[src/rtl/apb_cipher_bridge.sv]
// apb_cipher_bridge: APB slave with input/output block FIFOs feeding a block-cipher core; APB_CIPHER_IRQ_EN adds irq_o
module apb_cipher_bridge #(
  parameter int DATA_W    = 128,
  parameter int IN_DEPTH  = 4,
  parameter int OUT_DEPTH = 4,
  parameter int ADDR_W    = 8
) (
  input  logic              PCLK,
  input  logic              PRESETn,
  input  logic [ADDR_W-1:0] PADDR,
  input  logic              PSEL,
  input  logic              PENABLE,
  input  logic              PWRITE,
  input  logic [31:0]       PWDATA,
  input  logic [3:0]        PSTRB,
  output logic              PREADY,
  output logic [31:0]       PRDATA,
  output logic              PSLVERR,
  output logic [DATA_W-1:0] core_data_o,
  output logic              core_req_o,
  output logic              core_ack_o,
  input  logic [DATA_W-1:0] core_data_i,
  input  logic              core_valid_i,
  input  logic              core_busy_i
`ifdef APB_CIPHER_IRQ_EN
  ,
  output logic              irq_o
`endif
);
  localparam int NW  = DATA_W / 32;
  localparam int IAW = $clog2(IN_DEPTH);
  localparam int OAW = $clog2(OUT_DEPTH);
  typedef enum logic [1:0] {IDLE, REQ, WAIT, ACK} state_t;
  state_t            state;
  logic [DATA_W-1:0] in_mem  [IN_DEPTH];
  logic [DATA_W-1:0] out_mem [OUT_DEPTH];
  logic [DATA_W-1:0] stage, nxt;
  logic [IAW-1:0]    in_wp, in_rp;
  logic [IAW:0]      in_count;
  logic [OAW-1:0]    out_wp, out_rp;
  logic [OAW:0]      out_count;
  logic [ADDR_W-7:0] hi;
  logic [31:0]       rdata, status;
  int                idx, wk;
  logic in_rng, acc, err, wr_ok, rd_ok, ctrl_sel, status_sel, irq_sel, din_sel, dout_sel;
  logic in_full, in_empty, out_full, out_empty, push_in, pop_in, push_out, pop_out, start;
  logic soft_clr, discard, irq_en, done, unused;
  assign unused = ^PADDR[1:0];
  // Address decode, error detection, byte-strobe merge and read mux
  always_comb begin
    acc        = PSEL & PENABLE;
    hi         = PADDR[ADDR_W-1:6];
    idx        = 32'(PADDR[5:2]);
    in_rng     = idx < NW;
    wk         = in_rng ? idx : 0;
    ctrl_sel   = hi == '0 & idx == 0;
    status_sel = hi == '0 & idx == 1;
    irq_sel    = hi == '0 & idx == 2;
    din_sel    = hi == (ADDR_W-6)'(1) & in_rng;
    dout_sel   = hi == (ADDR_W-6)'(2) & in_rng;
    in_full    = 32'(in_count) == IN_DEPTH;
    in_empty   = in_count == '0;
    out_full   = 32'(out_count) == OUT_DEPTH;
    out_empty  = out_count == '0;
    err = acc & (!(ctrl_sel | status_sel | irq_sel | din_sel | dout_sel)
               | PWRITE & (status_sel | dout_sel | PSTRB == 4'b0 | din_sel & wk == NW-1 & in_full)
               | !PWRITE & dout_sel & out_empty);
    wr_ok = acc & PWRITE & !err;
    rd_ok = acc & !PWRITE & !err;
    nxt = stage;
    for (int b = 0; b < 4; b++)
      if (PSTRB[b]) nxt[32*wk+8*b +: 8] = PWDATA[8*b +: 8];
    push_in  = wr_ok & din_sel & wk == NW-1;
    pop_out  = rd_ok & dout_sel & wk == NW-1;
    start    = state == IDLE & !in_empty & !core_busy_i & 32'(out_count) < OUT_DEPTH & !soft_clr;
    pop_in   = start;
    push_out = state == WAIT & core_valid_i & !discard & !soft_clr;
    status = {8'b0, 8'(out_count), 8'(in_count), 3'b0, out_empty, out_full, in_empty, in_full, core_busy_i};
    rdata = ctrl_sel   ? {23'b0, irq_en, 7'b0, soft_clr} :
            status_sel ? status :
            irq_sel    ? {31'b0, done} :
            din_sel    ? stage[32*wk +: 32] :
            dout_sel & !out_empty ? out_mem[out_rp][32*wk +: 32] : 32'b0;
    PREADY  = acc;
    PRDATA  = rd_ok ? rdata : 32'b0;
    PSLVERR = err;
  end
  // Staging register, soft-clear pulse and FIFO pointers/counts
  always_ff @(posedge PCLK or negedge PRESETn)
    if (!PRESETn) begin
      stage     <= '0;
      soft_clr  <= 1'b0;
      in_wp     <= '0;
      in_rp     <= '0;
      in_count  <= '0;
      out_wp    <= '0;
      out_rp    <= '0;
      out_count <= '0;
    end else begin
      soft_clr  <= wr_ok & ctrl_sel & PSTRB[0] & PWDATA[0];
      stage     <= wr_ok & din_sel ? nxt : stage;
      in_wp     <= soft_clr ? '0 : in_wp + IAW'(push_in);
      in_rp     <= soft_clr ? '0 : in_rp + IAW'(pop_in);
      in_count  <= soft_clr ? '0 : in_count + (IAW+1)'(push_in) - (IAW+1)'(pop_in);
      out_wp    <= soft_clr ? '0 : out_wp + OAW'(push_out);
      out_rp    <= soft_clr ? '0 : out_rp + OAW'(pop_out);
      out_count <= soft_clr ? '0 : out_count + (OAW+1)'(push_out) - (OAW+1)'(pop_out);
    end
  // FIFO storage; contents are don't-care while empty so no reset
  always_ff @(posedge PCLK) begin
    if (push_in) in_mem[in_wp] <= nxt;
    if (push_out) out_mem[out_wp] <= core_data_i;
  end
  // Core handshake FSM; a soft clear during REQ/WAIT lets the block finish but drops its result
  always_ff @(posedge PCLK or negedge PRESETn)
    if (!PRESETn) begin
      state       <= IDLE;
      core_req_o  <= 1'b0;
      core_ack_o  <= 1'b0;
      core_data_o <= '0;
      discard     <= 1'b0;
    end else begin
      core_req_o <= 1'b0;
      core_ack_o <= 1'b0;
      discard    <= discard & state != ACK | soft_clr & (state == REQ | state == WAIT);
      case (state)
        IDLE: if (start) begin
          state       <= REQ;
          core_req_o  <= 1'b1;
          core_data_o <= in_mem[in_rp];
        end
        REQ:  state <= WAIT;
        WAIT: if (core_valid_i) begin
          state      <= ACK;
          core_ack_o <= 1'b1;
        end
        default: state <= IDLE;
      endcase
    end
`ifdef APB_CIPHER_IRQ_EN
  logic irq_en_d, done_d;
  always_comb begin
    irq_en_d = wr_ok & ctrl_sel & PSTRB[1] ? PWDATA[8] : irq_en;
    done_d   = push_out | done & !(soft_clr | wr_ok & irq_sel & PSTRB[0] & PWDATA[0]);
  end
  // Interrupt enable, sticky block_done (set beats W1C) and registered irq
  always_ff @(posedge PCLK or negedge PRESETn)
    if (!PRESETn) begin
      irq_en <= 1'b0;
      done   <= 1'b0;
      irq_o  <= 1'b0;
    end else begin
      irq_en <= irq_en_d;
      done   <= done_d;
      irq_o  <= irq_en_d & done_d;
    end
`else
  assign irq_en = 1'b0;
  assign done   = 1'b0;
`endif
endmodule
[config.mk]
export PLATFORM = sky130hd
export DESIGN_NAME = apb_cipher_bridge
export DESIGN_NICKNAME = d
export VERILOG_FILES = /design/src/rtl/apb_cipher_bridge.sv
export SDC_FILE = /design/constraint.sdc
export NUM_CORES = 1
export LEC_CHECK = 0
export ABC_CLOCK_PERIOD_IN_PS = 15900
export CORE_UTILIZATION = 40
export CTS_BUF_LIST = sky130_fd_sc_hd__clkbuf_8
export CTS_CLUSTER_DIAMETER = 30
export CTS_CLUSTER_SIZE = 24
export DETAILED_ROUTE_END_ITERATION = 8
export SYNTH_ARGS = -nofsm -noshare
export SYNTH_HDL_FRONTEND = slang
export SYNTH_SLANG_ARGS = --single-unit
[constraint.sdc]
create_clock -name PCLK -period 15.9 [get_ports PCLK]
set_input_delay 3.975 -clock PCLK [delete_from_list [all_inputs] [get_ports PCLK]]
set_output_delay 3.975 -clock PCLK [all_outputs]
set_load 0.005 [all_outputs]
; ---- Yosys cells after proc, flatten, opt, wreduce, memory -nomap -nowiden
; Memories as Yosys holds them, arrays and structs flattened. A register that Yosys moved wholly into a read port is not among the register bits.
; Index checks and enable logic that the tools add are counted.
[op_classes]
shift = 10
order_cmp = 2
n_bitwise = 44
reduce_logical = 17
n_mux = 32
n_addsub = 15
n_eq_ne = 12
[ops]
columns = cell, count
row1 = $bwmux W128, 4
row2 = $mux W128, 4
row3 = $shift A8 B33 Y128 const A, 4
row4 = $shiftx A8 B33 Y128, 4
row5 = $shiftx A128 B10 Y32, 2
row6 = $mux W32, 6
row7 = $neg A10 Y33, 3
row8 = $and A1 B1 Y1, 33
row9 = $neg A9 Y33, 1
row10 = $add A9 B5 Y10 const B, 2
row11 = $mux W2, 6
row12 = $or A1 B1 Y1, 11
row13 = $add A9 B4 Y10 const B, 1
row14 = $logic_not A1 Y1, 9
row15 = $add A2 B1 Y2, 4
row16 = $eq A4 B2 Y1 const B, 2
row17 = $logic_not A4 Y1, 2
row18 = $mux W1, 8
row19 = $add A3 B1 Y3, 2
row20 = $eq A3 B3 Y1 const B, 2
row21 = $logic_not A3 Y1, 2
row22 = $mux W3, 2
row23 = $ne A2 B2 Y1 const B, 3
row24 = $pmux W2 S3, 1
row25 = 9 further kinds, 14
[totals]
inputBits = 179
word_cells = 146
mem_count = 2
reg_bits = 148
output_inout_bits = 164
mem_bits_rw = 1024
[mem_list]
columns = name, depth, width, rd, rd_ports_with_merged_regs, write_ports, line_no
row1 = in_mem, 4, 128, 1, 1, 1, 35  ; logic [DATA_W-1:0] in_mem [IN_DEPTH];
row2 = out_mem, 4, 128, 1, 0, 1, 36  ; logic [DATA_W-1:0] out_mem [OUT_DEPTH];

; ---- Depth between registers and ports, before layout
; Gate-level depths: netlist of the first run.
[logic_depth]
word_depth = 17
mapped_depth = 15
ltp_nobuf = 11

; ---- Least setup slack after synthesis of the first run
; No wires, ideal clock.
[synth_timing]
path_kind = input port to flip-flop
startpoint = in PADDR[4]
endpoint = mem in_mem[0][0], enable pin
path_slack_ns = 0.351
n_path_buf = 3
stages = 6
setup_ns = 0.799
arrival_ns = 14.750
path_cell_list = buf_2 or4b_4 buf_6 buf_4 nor3_1 nor3b_1
[synth_via]
elab_chain_len = 16
[synth_rtl]
columns = element, line_no
row1 = from (decl), 10  ; input logic [ADDR_W-1:0] PADDR,
row2 = $lt A4 B3 Y1 (tied with other cells), 54  ; in_rng = idx < NW;
row3 = $mux W4 (tied with other cells), 55  ; wk = in_rng ? idx : 0;
row4 = $eq A4 B2 Y1 / $or A1 B1 Y1 (equally long branches), "66, 73, 65"
row5 = $and A1 B1 Y1 / $or A1 B1 Y1 (equally long branches) (2 in a row), "66, 65"
row6 = $or A1 B1 Y1 (on tied branches), "66, 65"
row7 = $and A1 B1 Y1 / $logic_not A1 Y1 (equally long branches), "66, 65"
row8 = $or A1 B1 Y1, 66  ; | PWRITE & (status_sel | dout_sel | PSTRB == 4'b0 | din_sel & wk == NW-1 & in_full)
row9 = $or A1 B1 Y1, 67  ; | !PWRITE & dout_sel & out_empty);
row10 = $and A1 B1 Y1, 65  ; err = acc & (!(ctrl_sel | status_sel | irq_sel | din_sel | dout_sel)
row11 = $logic_not A1 Y1, 68  ; wr_ok = acc & PWRITE & !err;
row12 = $and A1 B1 Y1, 68
row13 = $and A1 B1 Y1, 73  ; push_in = wr_ok & din_sel & wk == NW-1;
row14 = $and A1 B1 Y1 (*), 73
row15 = $mux W1 (*), 111  ; if (push_in) in_mem[in_wp] <= nxt;
row16 = $mux W1 (implied by the code) (*), 111
row17 = to (decl), 35
; Every way passes the cells marked *; elsewhere a longest branch is shown, timed or not.

; ---- Final worst setup path of the first run
[layout_timing]
startpoint = in PADDR[4]
endpoint = out PRDATA[24]
[layout_via]
elab_chain_len = 13
[layout_rtl]
columns = element, line_no
row1 = "parallel branches: the longest is 12 deep, another holds $lt A4 B3 Y1", -
row2 = $mux W32 (*), 85  ; PRDATA = rd_ok ? rdata : 32'b0;
row3 = to (decl), 17  ; output logic [31:0] PRDATA,
; Every way passes the cells marked *.

==> key figures, run 1 <==
Outcome
  • Status: complete, no violations

Synth
  • Avg Inst Size Synth: 20.4 µm²
  • Post-synth EDFFs: 1024
  • YS warnings: 0
  • Main synth FF type: edfxtp_1
  • Synth area leader: edfxtp_1
  • Synth area leaders: edfxtp_1, dfrtp_1, mux4_2, mux2_2, mux2_4
  • Synth cell types: 72
  • Synthesized area: 0.0516 mm²
  • Share of flip-flops with an asynchronous set or reset: 21.2%
  • Top cells by count, synth: edfxtp_1, mux2_2, dfrtp_1
  • Post-synthesis sequential area ratio: 72.9%
  • Top cell type's share of synthesized area: 59.6%
  • Mapped Nets: 2727
  • Synthesized instance count: 2533
  • Count leader, synth: edfxtp_1
  • FF+latch count, synth: 1300

Clock network
  • Worst skew pair latency: 0.97 ns
  • Clk root buf: clkbuf_8
  • TritonCTS clock tree: yes
  • Clock transition at path regs: 0.06 ns
  • Clock sinks: 1300
  • Post-CTS Setup Repair Bufs: 0
  • Post-CTS resize count: 0
  • H-tree depth: 5
  • Max Buffers Root-to-Sink: 4
  • Hold_buf cts: 0
  • Num CTS Buffers: 288

Cells and area
  • Area Growth Syn to Fin: 22.1%
  • # nets final: 3276
  • Share of cells above drive strength 1: 35.8%
  • Filler instances: 10500
  • Post-route cell area: 0.0630 mm²
  • Final Util: 49.3%

Timing
  • FMAX: 0.0795 GHz
  • Min Hold Slack: 0.503 ns
  • Relative slew slack: 17.4%
  • RSZ-0062 raised after global routing: false
  • Final worst-path cycle share: 79.1%
  • Min cycle time layout: 12.57 ns
  • Fin. Hold Viols: 0
  • Clk_skew: 0.0711 ns
  • Slew Limit Fails: 0
  • Final worst slack: 3.33 ns
  • Setup tns final: 0 ns
  • Worst-Margin Slew: 1.24 ns
  • Count of final setup violators: 0

Setup path
  • Critical setup path kind: input port to output port
  • Crit path max-delay cell type: nor3_1
  • Most common cell on crit path: clkdlybuf4s50_1
  • CP cell instances: clkdlybuf4s50_1, or2_1, nor3b_4, buf_4, o21ai_0, nor3_1, a21o_1, clkdlybuf4s50_1
  • Crit path max-delay family: simple AND/OR/NAND/NOR gates
  • Critical path required time: 11.93 ns
  • WP buf/inv: 3
  • Critical Path Sink Type: output port
  • Worst setup SP type: input port
  • Crit Path Max Fanout: 20
  • Arr. time, crit path: 8.60 ns
  • Slowest stage delay, CP: 0.89 ns

Placed design
  • Port buffer count: 340
  • Post-Place Cell Area: 0.0570 mm²
  • Hpwl dp: 86600 µm
  • Final GP Congestion: 0.810
  • Dpl ws: 3.48 ns

Run
  • Max_cap viols: 0

Detailed routing
  • WL final: 134000 µm
  • Vias per cell: 5.43
  • # DRC: 0
  • Pre-antenna DRT Iters: 6
  • Vias: 27000
  • Final ANT Viol Nets: 0
  • DR WL/cell: 27.0 µm
  • DR iter-0 viols: 1984

Pwr
  • Worst VDD drop: 0.112 mV
  • Leakage: 21.6 nW
  • P per Cell Area: 153 mW/mm²

Floorplanning
  • Die Span Y: 361 µm
  • Die W: 361 µm
  • Initial Utilization: 40.4%
  • Core ar.: 0.128 mm²
  • Die area: 0.130 mm²
  • Row count: 131
  • # IOs: 343

Global routing
  • Vias in the first global route: 28900
  • Initial antenna violation count: 49
  • First-pass GRT wire length: 195000 µm
  • Total track usage: 20.6%
  • Total gr overflow: 0
  • Largest net degree at the start of global routing: 129

Worst hold path
  • Hold Crit Class: flop to flop
==> area by class of cell <==
class | instances | area (µm²) | share of cell area, %
tap | 1662 | 2080 | 3.30
clock inverter | 197 | 1910 | 3.04
clock buffer | 300 | 4130 | 6.55
sequential | 1300 | 37700 | 59.8
antenna | 10 | 25.0 | 0.0397
inverter | 17 | 68.8 | 0.109
multi-input combinational | 1090 | 13400 | 21.2
timing repair buffer | 385 | 3750 | 5.95
==> cells by family (layout without fill, tap and decap cells) <==
family | count (synthesis) | in the layout | share of synthesized area, %
buffers and inverters | 143 | 899 | 1.21
AOI/OAI and AO/OA | 178 | 178 | 2.27
adders and majority gates | 15 | 15 | 0.393
and+or+nand+nor | 236 | 236 | 2.68
DFF | 1300 | 1300 | 72.9
muxes | 652 | 652 | 20.4
other | 1 | 11 | 0.00726
xor gates and xnor gates | 8 | 8 | 0.136
==> per-stage QoR <==
stage               cells  power, mW
global placement     4454       5.88
floorplan            2533       5.13
global route         4952       10.0
CTS                  4951       9.78
finish               4961       9.64
detailed placement   4454       5.93
==> layout by cell type (no fill, tap or decap), types with 7 or more instances in the layout <==
master and n:
a21oi_1 15, a22o_1 13, a31oi_1 21, buf_4 44
bufinv_16 32, clkbuf_8 300, clkdlybuf4s50_1 337, clkinv_1 26
clkinv_2 37, clkinv_4 20, clkinvlp_4 37, dfrtp_1 272
diode_2 10, edfxtp_1 1024, ha_1 13, inv_1 51
inv_6 9, mux2_2 314, mux2_4 72, mux2i_1 8
mux4_2 258, nand2_1 54, nand2_2 8, nor2_1 57
nor2b_1 9, nor3_1 28, nor3_4 9, nor4_1 7
o21ai_0 32, o22ai_1 53, or3_1 10, xnor2_1 8
==> per-layer routing <==
layer	wire [µm]	GRT usage, %	vias to the layer above
met1	54000	26.3	14100
met2	65600	33.6	954
met3	11100	6.66	272
met5	405	0	-
li1	-	-	11500
met4	2710	5.81	64
==> final timing paths <==
check	from	to	slack, ns	cells past startpoint
worst min register to register	core_data_o[113]$_DFFE_PN0P_	core_data_o[113]$_DFFE_PN0P_	0.50	1
worst max-delay path	PADDR[4]	PRDATA[24]	3.33	8
min in group asynchronous	PRESETn	core_data_o[54]$_DFFE_PN0P_	3.05	1
worst max register to register	in_count[2]$_DFF_PN0_	in_mem[1][4]$_DFFE_PP_	11.51	8
max in group asynchronous	PRESETn	core_data_o[74]$_DFFE_PN0P_	10.46	3
worst min-delay path	core_data_o[113]$_DFFE_PN0P_	core_data_o[113]$_DFFE_PN0P_	0.50	1
==> flip-flops by register name (all words and copies together), names as in the netlist <==
name         cells
out_rp           2
in_wp            2
in_count         3
discard          1
core_data_o    128
soft_clr         1
core_req_o       1
in_mem         512
out_mem        512
core_ack_o       1
in_rp            2
state            2
out_wp           2
out_count        3
stage          128
==> report_power, final <==
| group | switching (mW) | leakage [nW] | internal (mW) |
|---|---|---|---|
| Clock | 1.54 | 3.12 | 2.30 |
| Sequential | 0.207 | 12.5 | 4.02 |
| Combinational | 0.709 | 5.97 | 0.871 |
Note: power is estimated with default switching activity, not from simulation.
==> inputs of run 2 (changes only) <==
ABC_CLOCK_PERIOD_IN_PS = 12200   (was 15900)
clock period = 12.2 ns   (was 15.9 ns; I/O delays follow)
==> key figures, run 2 (same netlist as run 1, synthesis figures left out) <==
Floorplanning
  • Row count: 131
  • Die area: 0.130 mm²
  • Die W: 361 µm
  • Die Span Y: 361 µm
  • # IOs: 343
  • Initial Utilization: 40.4%
  • Core ar.: 0.128 mm²

Pwr
  • Worst VDD drop: 0.159 mV
  • Sw Pwr: 3.22 mW
  • Combinational power share: 16.4%
  • Sequential share of power: 43.8%
  • Internal power: 9.36 mW
  • Switching part of the total: 25.6%
  • Clk pwr share: 39.9%
  • Leakage: 21.5 nW
  • P per Cell Area: 200 mW/mm²

Setup path
  • Arr. time, crit path: 7.40 ns
  • Crit Path Max Fanout: 23
  • CP cell instances: clkdlybuf4s50_1, or2_1, nor3b_4, buf_4, o21ai_0, o32a_1, a211oi_1, clkdlybuf4s50_1
  • Critical setup path kind: input port to output port
  • Worst setup SP type: input port
  • Critical path launch point: PADDR[4]
  • Reg2reg start: in_count[2]$_DFF_PN0_
  • Slowest stage delay, CP: 0.75 ns
  • Most common cell on crit path: clkdlybuf4s50_1
  • Crit path max-delay family: buffers and inverters
  • Crit path max-delay cell type: nor3b_4
  • Critical path required time: 9.15 ns
  • Critical Path Sink Type: output port
  • WP buf/inv: 3

Placed design
  • Final GP Congestion: 0.809
  • Hpwl dp: 86300 µm
  • Port buffer count: 340
  • Post-Place Cell Area: 0.0570 mm²

Clock network
  • Worst skew pair latency: 0.97 ns
  • Max Buffers Root-to-Sink: 4
  • Hold_buf cts: 0
  • Num CTS Buffers: 286
  • Post-CTS resize count: 0
  • TritonCTS clock tree: yes
  • Clock sinks: 1300
  • H-tree depth: 5
  • Clock transition at path regs: 0.05 ns
  • Clk root buf: clkbuf_8
  • Post-CTS Setup Repair Bufs: 0

Worst hold path
  • Min-delay src: core_data_o[73]$_DFFE_PN0P_
  • Hold Crit Class: flop to flop

Timing
  • Slew Limit Fails: 0
  • Final worst-path cycle share: 85.6%
  • Relative slew slack: 21.2%
  • Count of final setup violators: 0
  • Setup tns final: 0 ns
  • Min cycle time layout: 10.45 ns
  • Worst-Margin Slew: 1.18 ns
  • Fin. Hold Viols: 0
  • RSZ-0062 raised after global routing: false
  • FMAX: 0.0957 GHz
  • Clk_skew: 0.0614 ns

Detailed routing
  • Pre-antenna DRT Iters: 5
  • DR WL/cell: 27.0 µm
  • Final ANT Viol Nets: 0
  • # DRC: 0
  • DR iter-0 viols: 2433
  • Vias per cell: 5.42
  • WL final: 134000 µm
  • Vias: 26900

Global routing
  • First-pass GRT wire length: 195000 µm
  • Vias in the first global route: 28600
  • Busiest metal layer after global routing: met2
  • Met3 Use GR: 6.83%
  • GRT met2 Usage: 34.0%
  • Global Route met1 Usage: 26.4%
  • Largest net degree at the start of global routing: 129
  • Initial antenna violation count: 46
  • Total gr overflow: 0
  • Total track usage: 20.6%

Cells and area
  • Post-route cell area: 0.0631 mm²
  • # nets final: 3272
  • Largest regs: in_mem (512), out_mem (512)
  • Filler instances: 10500
  • Most common cell after layout, fill and taps aside: edfxtp_1
  • Area Growth Syn to Fin: 22.1%
  • Most frequent cells in the layout: edfxtp_1, clkdlybuf4s50_1, mux2_2
  • Share of cells above drive strength 1: 35.9%
  • Area taken by flip-flops and latches: 0.0377 mm²
  • Area of the multi-input gates: 0.0134 mm²

Run
  • Max_cap viols: 0

Outcome
  • Status: complete, no violations
## run 2: cell count changes in the layout (fill, tap and decap cells not counted), moves of 2 or more
| cell | change |
|---|---|
| buf_12 | +2 |
| clkinv_2 | +2 |
| clkinv_1 | +3 |
| buf_4 | -4 |
| inv_1 | -6 |
| nor3b_2 | -2 |
| inv_6 | +7 |
| diode_2 | -3 |
| nor3b_4 | +2 |
| clkbuf_8 | -7 |
## run 2: metrics by stage
stage | hold WS [ns] | utilization [%] | worst slack [ns] | instances | power, mW
6_report | 0.504 | 49.3 | 1.75 | 4957 | 12.6
5_1_grt | 0.516 | 49.3 | 1.66 | 4952 | 13.1
4_1_cts | 0.508 | 49.3 | 1.83 | 4950 | 12.8
3_5_place_dp | 0.497 | 44.6 | 1.83 | 4452 | 7.73
3_3_place_gp | 0.492 | 44.6 | 1.90 | 4452 | 7.67
2_1_floorplan | 0.490 | - | 2.16 | 2533 | 6.66
## run 2: routing by layer
metal  up-vias  routed length [µm]
met5         -                 371
met4        60                2290
met3       260               10900
met1     14100               53700
li1      11500                   -
met2       949               66500
## run 2: final cells by class
| cell class | count | area share [%] |
|---|---|---|
| inverters | 17 | 0.107 |
| repair buffers | 383 | 5.96 |
| clock buffers | 293 | 6.40 |
| diodes | 7 | 0.0278 |
| well taps | 1662 | 3.30 |
| multi-input cells | 1090 | 21.3 |
| flip-flops and latches | 1300 | 59.7 |
| clock inverters | 205 | 3.20 |
## run 2: final timing paths
check,endpoint,slack (ns),cells after the start
hold reg to reg,core_data_o[73]$_DFFE_PN0P_,0.50,1
setup / recovery,PRDATA[0],1.75,8
max in group asynchronous,stage[56]$_DFFE_PN0P_,7.95,3
hold / removal,core_data_o[73]$_DFFE_PN0P_,0.50,1
setup reg to reg,in_mem[2][88]$_DFFE_PP_,7.81,8
min in group asynchronous,core_data_o[59]$_DFFE_PN0P_,2.12,1
## run 2: power groups by stage
stage | Sequential (mW) | Combinational, mW | Clock (mW)
2_1_floorplan | 5.51 | 1.16 | 0
3_3_place_gp | 5.59 | 2.09 | 0
3_5_place_dp | 5.61 | 2.12 | 0
4_1_cts | 5.53 | 2.12 | 5.13
5_1_grt | 5.57 | 2.21 | 5.34
6_report | 5.51 | 2.06 | 5.02
## run 2: worst reg2reg max path, cell delays in order, from the launching register on
cell and delay (ns):
dfrtp_1 0.42, or3b_2 0.24, or3_1 0.12, nand4_1 0.09, buf_4 0.31, nor3_1 0.54, and3b_4 0.68, buf_4 0.61
buf_4 0.92
==> inputs of run 3 (changes only) <==
CORE_MARGIN = 8   (was unset)
RECOVER_POWER = 100   (was unset)
==> key figures, run 3 (same netlist as run 1, synthesis figures left out) <==
Outcome
  • Status: finished, violations left
  • Failing checks: capacitance limit, slew limit

Detailed routing
  • # DRC: 0
  • WL final: 137000 µm
  • DR WL/cell: 27.3 µm
  • Vias per cell: 5.42
  • DR iter-0 viols: 2090
  • Vias: 27200
  • Final ANT Viol Nets: 0
  • Pre-antenna DRT Iters: 6

Cells and area
  • Most frequent cells in the layout: edfxtp_1, clkbuf_8, dlygate4sd3_1
  • Area Growth Syn to Fin: 22.7%
  • Area taken by flip-flops and latches: 0.0377 mm²
  • Largest regs: in_mem (512), out_mem (512)
  • Final non-filler cell total: 5019
  • # nets final: 3287
  • Share of cells above drive strength 1: 30.9%
  • Filler instances: 10600
  • Most common cell after layout, fill and taps aside: edfxtp_1
  • Area of the multi-input gates: 0.0131 mm²

Timing
  • Min cycle time layout: 11.10 ns
  • Relative slew slack: -250%
  • Worst-Margin Slew: 5.25 ns
  • Count of final setup violators: 0
  • Setup tns final: 0 ns
  • Final worst-path cycle share: 91.0%
  • Slew Limit Fails: 1527
  • RSZ-0062 raised after global routing: false
  • Fin. Hold Viols: 0
  • Clk_skew: 0.0627 ns
  • FMAX: 0.0901 GHz

Clock network
  • Clock transition at path regs: 0.05 ns
  • Hold_buf cts: 0
  • Clock sinks: 1300
  • H-tree depth: 5
  • Num CTS Buffers: 296
  • Clk root buf: clkbuf_8
  • Post-CTS resize count: 0
  • Worst skew pair latency: 0.95 ns
  • Max Buffers Root-to-Sink: 4
  • TritonCTS clock tree: yes
  • Post-CTS Setup Repair Bufs: 0

Setup path
  • Crit path max-delay cell type: nor2_1
  • Worst setup SP type: input port
  • Critical setup path kind: input port to output port
  • Critical path required time: 9.15 ns
  • Critical Path Sink Type: output port
  • Slowest stage delay, CP: 1.03 ns
  • CP cell instances: dlygate4sd3_1, buf_4, nor2_1, nand2_1, inv_2, nor2_1, nor3_1, a21o_1, dlygate4sd3_1
  • Crit Path Max Fanout: 31
  • Arr. time, crit path: 8.05 ns

Worst hold path
  • Hold Crit Class: flop to flop

Floorplanning
  • Core ar.: 0.129 mm²
  • Initial Utilization: 40.1%
  • Die area: 0.141 mm²
  • Die Span Y: 375 µm
  • Die W: 375 µm
  • # IOs: 343
  • Row count: 132

Global routing
  • First-pass GRT wire length: 198000 µm
  • Total track usage: 19.1%
  • Vias in the first global route: 29000
  • Total gr overflow: 0
  • Initial antenna violation count: 84
  • Largest net degree at the start of global routing: 129

Placed design
  • Final GP Congestion: 0.847
  • DP Cell Count: 4470
  • Hpwl dp: 89800 µm
  • Port buffer count: 340

Pwr
  • P per Cell Area: 204 mW/mm²
  • Leakage: 21.8 nW
  • Worst VDD drop: 0.130 mV

Run
  • Max_cap viols: 40
run 3: changes by cell type in the layout (fill, tap and decap cells not counted), moves of 9 or more:
cell             before  now
buf_4                40   26
clkbuf_1              0   22
clkbuf_8            293  317
clkdlybuf4s50_1     337   45
clkinv_1             29   17
diode_2               7   31
dlygate4sd3_1         0  292
mux2_1                0  133
mux2_2              314  181
nand2_1              54   63
nor3_1               28   43
nor3_4               10    0
run 3: per-stage QoR:
step	setup WS [ns]	power (mW)	hold slack, ns	util [%]	cell area [µm²]
after floorplan	2.16	6.66	0.490	-	51600
after global placement	2.02	7.69	0.490	44.3	57000
after detailed placement	1.96	7.75	0.496	44.3	57000
after CTS	1.97	13.2	0.507	49.4	63600
after global routing	0.893	13.4	0.518	49.1	63300
final	1.10	12.9	0.498	49.1	63300
run 3: path summary, 6_finish.rpt:
check                                             start                      endpoint  slack (ns)  depth (start not counted)
hold / removal             core_data_o[116]$_DFFE_PN0P_  core_data_o[116]$_DFFE_PN0P_        0.50                          1
min in group asynchronous                       PRESETn         stage[61]$_DFFE_PN0P_        4.06                          1
max in group asynchronous                       PRESETn  core_data_o[127]$_DFFE_PN0P_        2.64                          2
setup reg to reg                   state[0]$_DFFE_PN0P_      out_mem[1][72]$_DFFE_PP_        4.06                          7
hold reg to reg            core_data_o[116]$_DFFE_PN0P_  core_data_o[116]$_DFFE_PN0P_        0.50                          1
setup / recovery                               PADDR[4]                    PRDATA[24]        1.10                          9
run 3: layer usage:
metal | track usage (%) | vias up | wire, µm
li1 | - | 11600 | -
met1 | 23.6 | 14200 | 53200
met2 | 30.8 | 1066 | 66500
met3 | 7.38 | 346 | 12800
met4 | 6.87 | 38 | 4210
met5 | 0 | - | 250
run 3: final cells by class:
type                       count  area share, %
clock inverter               201           3.49
clock buffer                 317           6.89
antenna                       31          0.123
timing repair buffer         388           5.81
sequential                  1300           59.5
inverter                      17          0.103
multi-input combinational   1090           20.8
tap                         1675           3.31
run 3: where the power goes:
group / switching [mW] / internal (mW)
combinational: 0.961 / 1.06
sequential: 0.231 / 5.26
clock: 2.05 / 3.33
run 3: critical path, delay by kind of cell:
family                 cells  cell delay (ns)
buffers and inverters      4             2.11
and+or+nand+nor            4             2.55
AOI/OAI and AO/OA          1             0.32
